## src/rtl/lut_neuron_array.sv

```systemverilog
// Array of run-time loadable truth-table neurons with a two-stage valid/ready lookup pipeline.
// Any table write first drains the pipeline, so in-flight beats always see a consistent table.
//
// state | meaning
// RUN   | accepting beats, tables read-only
// DRAIN | input closed, waiting for S1/S2 to empty
// LOAD  | cfg port open, table writes until cfg_last
module lut_neuron_array #(
  parameter int N_NEURONS = 4,
  parameter int IN_BITS   = 8,
  parameter int OUT_BITS  = 1,
  localparam int NW = (N_NEURONS > 1) ? $clog2(N_NEURONS) : 1
) (
  input  logic                          clk,
  input  logic                          rst,
  input  logic                          in_valid,
  output logic                          in_ready,
  input  logic [N_NEURONS*IN_BITS-1:0]  in_data,
  output logic                          out_valid,
  input  logic                          out_ready,
  output logic [N_NEURONS*OUT_BITS-1:0] out_data,
  input  logic                          cfg_valid,
  output logic                          cfg_ready,
  input  logic [NW-1:0]                 cfg_neuron,
  input  logic [IN_BITS-1:0]            cfg_addr,
  input  logic [OUT_BITS-1:0]           cfg_data,
  input  logic                          cfg_last,
  output logic                          busy
);

  typedef enum logic [1:0] {RUN, DRAIN, LOAD} state_t;

  state_t state, state_nxt;

  logic                          s1_valid;
  logic [N_NEURONS*IN_BITS-1:0]  s1_data;
  logic                          s1_adv, s2_adv, accept;
  logic                          cfg_hit, cfg_we;
  logic [N_NEURONS*OUT_BITS-1:0] lookup;

  // No reset on the tables: contents persist across rst.
  logic [OUT_BITS-1:0] table_mem [N_NEURONS][2**IN_BITS];

  assign s2_adv    = !out_valid || out_ready;
  assign s1_adv    = !s1_valid || s2_adv;
  assign in_ready  = !rst && (state == RUN) && s1_adv;
  assign accept    = in_valid && in_ready;
  assign cfg_ready = !rst && (state == LOAD);
  assign busy      = !rst && ((state == DRAIN) || (state == LOAD));
  assign cfg_we    = cfg_ready && cfg_valid && cfg_hit;

  // Out-of-range neuron indices match nothing and are silently dropped.
  always_comb begin
    cfg_hit = 1'b0;
    for (int k = 0; k < N_NEURONS; k++) begin
      if (cfg_neuron == NW'(k)) cfg_hit = 1'b1;
    end
  end

  always_comb begin
    lookup = '0;
    for (int k = 0; k < N_NEURONS; k++) begin
      lookup[k*OUT_BITS +: OUT_BITS] = table_mem[k][s1_data[k*IN_BITS +: IN_BITS]];
    end
  end

  always_ff @(posedge clk) begin
    for (int k = 0; k < N_NEURONS; k++) begin
      if (cfg_we && (cfg_neuron == NW'(k))) table_mem[k][cfg_addr] <= cfg_data;
    end
  end

  always_comb begin
    state_nxt = state;
    case (state)
      RUN:     if (cfg_valid) state_nxt = DRAIN;
      DRAIN:   if (!out_valid && !s1_valid) state_nxt = LOAD;
      LOAD:    if (cfg_valid && cfg_last) state_nxt = RUN;
      default: state_nxt = RUN;
    endcase
  end

  always_ff @(posedge clk) begin
    if (rst) begin
      state     <= RUN;
      s1_valid  <= 1'b0;
      s1_data   <= '0;
      out_valid <= 1'b0;
      out_data  <= '0;
    end else begin
      state <= state_nxt;
      if (s1_adv) begin
        s1_valid <= accept;
        if (accept) s1_data <= in_data;
      end
      // out_data only moves when S2 may advance, so it holds under backpressure.
      if (s2_adv) begin
        out_valid <= s1_valid;
        if (s1_valid) out_data <= lookup;
      end
    end
  end

endmodule
```

## config.mk

```make
export PLATFORM = sky130hd
export DESIGN_NAME = lut_neuron_array
export DESIGN_NICKNAME = d
export VERILOG_FILES = /design/src/rtl/lut_neuron_array.sv
export SDC_FILE = /design/constraint.sdc
export NUM_CORES = 2
export LEC_CHECK = 0
export BUFFER_PORTS_ARGS = -buffer_cell sky130_fd_sc_hd__buf_2
export CAP_MARGIN = 15
export CELL_PAD_IN_SITES_DETAIL_PLACEMENT = 1
export CELL_PAD_IN_SITES_GLOBAL_PLACEMENT = 2
export CORE_UTILIZATION = 41
export DETAILED_ROUTE_END_ITERATION = 6
export GPL_ROUTABILITY_DRIVEN = 0
export PLACE_DENSITY_LB_ADDON = 0.05
export SLEW_MARGIN = 15
export SYNTH_ARGS = -nofsm -noshare
export SYNTH_HDL_FRONTEND = slang
export SYNTH_SLANG_ARGS = --single-unit
```

## constraint.sdc

```tcl
create_clock -name clk -period 2.11 [get_ports clk]
set_input_delay 0.3165 -clock clk [delete_from_list [all_inputs] [get_ports clk]]
set_output_delay 0.3165 -clock clk [all_outputs]
set_load 0.02 [all_outputs]
```

==> reports/metrics.cfg <==
[synth]
synth_mux_area_share_pct=12.9
netlist_area_sq_um=46700
synth_xor_area_share_pct=0
ys_warn_count=0
synthAdderAreaFrac_pct=0.134
synthCells=3450
synth-async-reset-ratio_pct=0
synth_area_leaders=edfxtp_1 66%, mux4_2 10%, nor2_1 8.6%
yosysTopAreaCellShare_pct=65.8
synth-compound-area-share_pct=3.52
yosysUniqueCellTypes=54
ys_seq_area_share_pct=67.5
synth_top_family_by_area=simple AND/OR/NAND/NOR gates
synthTopCellsByCount=1071 x nor2_1, 1024 x edfxtp_1, 340 x nand2_1
synthMostInstantiatedCell=nor2_1
synth_ff_type=edfxtp_1
synth_edf_count=1024
yosysTopAreaCell=edfxtp_1
syn_nets=3504
ys_seq_elements=1064
avgSynthCellArea_sq_um=13.5
yosys.area_share.simple_pct=13.2

[global_routing]
grt_pass1_vias=32800
antenna_found_initial=8
grt.total_usage_pct=29.4
grt.overflow.total=0
grt_start_max_net_pins=189
grt_pass1_wl_mm=241

[sta]
setup_violations=4
final_max_slew_viol_count=0
fmax_ghz=0.399
finalCriticalPeriod_ns=2.51
skew_ns=0.0177
rsz0062_at_grt=yes
final-hold-violation-count=0
slew_headroom_pct=35.5
tightestPinTransition_ns=0.966
worst_slack_ns=-0.399
min_period_over_period_pct=119

[floorplanning]
core.rowCount=123
die_h_um=340
core-area_sq_um=113000
io_pins=57
die_w_um=340
initial_core_util_pct=41.5
die_area_sq_um=115000

[worst_setup_path]
required_ns=2.70
crit_fanout=8
rrSetupSlack_ns=-0.40
end_kind=flip-flop
start_kind=flip-flop
worst-setup-path-type=reg -> reg
worstRegToRegCells=6
cp.arrival_ns=3.10

[power_and_ir_drop]
power.total_uw=55100
leakagePower_uw=0.0174
switching_share_pct=27.3
seq_power_share_pct=43.0
power_frac_comb_pct=19.6
switchingPower_uw=15000
clkPwrFrac_pct=37.4
cellPowerDensity_nw_per_um2=960
irDropWorstVdd_mv=0.634
intPower_uw=40000

[final_layout]
layout-drive-gt1-share_pct=25.8
multi_input_area_sq_um=14500
fillers=11200
regArea_sq_um=31600
area_growth_pct=22.8
final_nets=3897

[clock_network]
path_clk_slew_ns=0.06
cts_max_level=3
clkLatencyLatePin_ns=0.71
numCtsBuffers=117
clk_path_buf_depth=3
cts.sinks=1064
cts_tree=done
clockRootBuffer=clkbuf_16

[routing]
routed_via_density=5.82
ant_nets=0
dr.pass1.iters=5
drtIter0Drc=3375
drt-total-wl_mm=171
vias=31700
wl_per_cell_um=31.4
drc=0

[min_path]
hold_class=in -> reg
hold_depth=3

[run_status]
outcome=finished, violations left
violations=negative setup slack

[flow_run]
drv_cap=0

[placement]
pre_cts_ws_ns=-0.955
place_hpwl_mm=118
port_buffers=56

## cells by family after synthesis
family / count (synthesis)
DFF: 1064
and+or+nand+nor: 1560
muxes: 325
adders and majority gates: 5
AOI/OAI and AO/OA: 233
buffers and inverters: 263
## metal layers
metal	vias to the layer above	routed length [um]	track usage, %	part of all wire [%]
met4	2	5110	9.50	3.0
met1	16800	72300	40.7	42
li1	13500	-	-	-
met2	1184	82100	48.0	48
met3	230	11200	4.18	6.5
met5	-	13	0	0.0076
## power groups by stage
stage | sequential (uW) | clock [uW] | combinational [uW]
finish | 23700 | 20600 | 10800
global route | 23700 | 21600 | 11100
floorplan | 23900 | 0 | 4370
global placement | 24200 | 0 | 9450
CTS | 23700 | 20900 | 10500
detailed placement | 24200 | 0 | 9520
## cell type report
cell class	count	area share (%)
tap	1500	3.27
inverter	15	0.0982
multi-input combinational	2123	25.3
clock inverter	60	1.05
clock buffer	159	5.61
antenna	1	0.00436
timing repair buffer	522	9.61
sequential	1064	55.1
## registers in the layout (all words and copies together), names as in the netlist
register / count
table_mem: 1024
s1_valid: 1
out_valid: 1
out_data: 4
state: 2
s1_data: 32
## through the flow
| stage | instance area, sq um | hold WS, ns | TNS (ns) | std cells | utilization, % |
|---|---|---|---|---|---|
| 2_1_floorplan | 46700 | 0.415 | 0 | 3450 | - |
| 5_1_grt | 57400 | 0.00114 | -1.48 | 5443 | 50.9 |
| 6_report | 57400 | 0.0389 | -1.34 | 5444 | 50.9 |
| 3_3_place_gp | 52100 | 0.510 | -2.89 | 5145 | 46.2 |
| 3_5_place_dp | 52100 | 0.527 | -2.82 | 5146 | 46.2 |
| 4_1_cts | 57100 | 0.00301 | -1.19 | 5428 | 50.6 |
## placed cells by master, fill, tap and decap left out, types with 22 or more instances in the layout
cell type and count:
dlygate4sd3_1 34, buf_12 111, buf_2 52, a22oi_1 24
mux2i_1 81, dfxtp_1 28, nand2b_1 40, nor2_1 1059
buf_4 300, o21ai_0 30, clkbuf_16 123, mux4_2 218
clkbuf_1 32, nand2_1 335, a21oi_1 22, edfxtp_1 1024
## repair_timing
item	CTS	global route
gates cloned	3	3
setup buffers	28	13
hold buffers	34	0
gates resized for setup	111	26
hold endpoints to repair	47	0
pin swaps	19	11
endpoints found under the setup margin	8	10
## critical path, cell delays in order (launching register included)
cell and delay (ns):
dfxtp_1 0.75, nor3b_1 0.86, buf_4 0.24, nand3_1 0.14, o21a_1 0.19, o211ai_1 0.10, o211ai_1 0.11
## worst paths after layout
kind                 end   startpoint
max          out_data[1]  s1_data[13]
min          s1_data[16]  in_data[16]
max reg2reg  out_data[1]  s1_data[13]
min reg2reg     state[1]     state[1]
No activity file was read; power rests on OpenSTA's default activity.
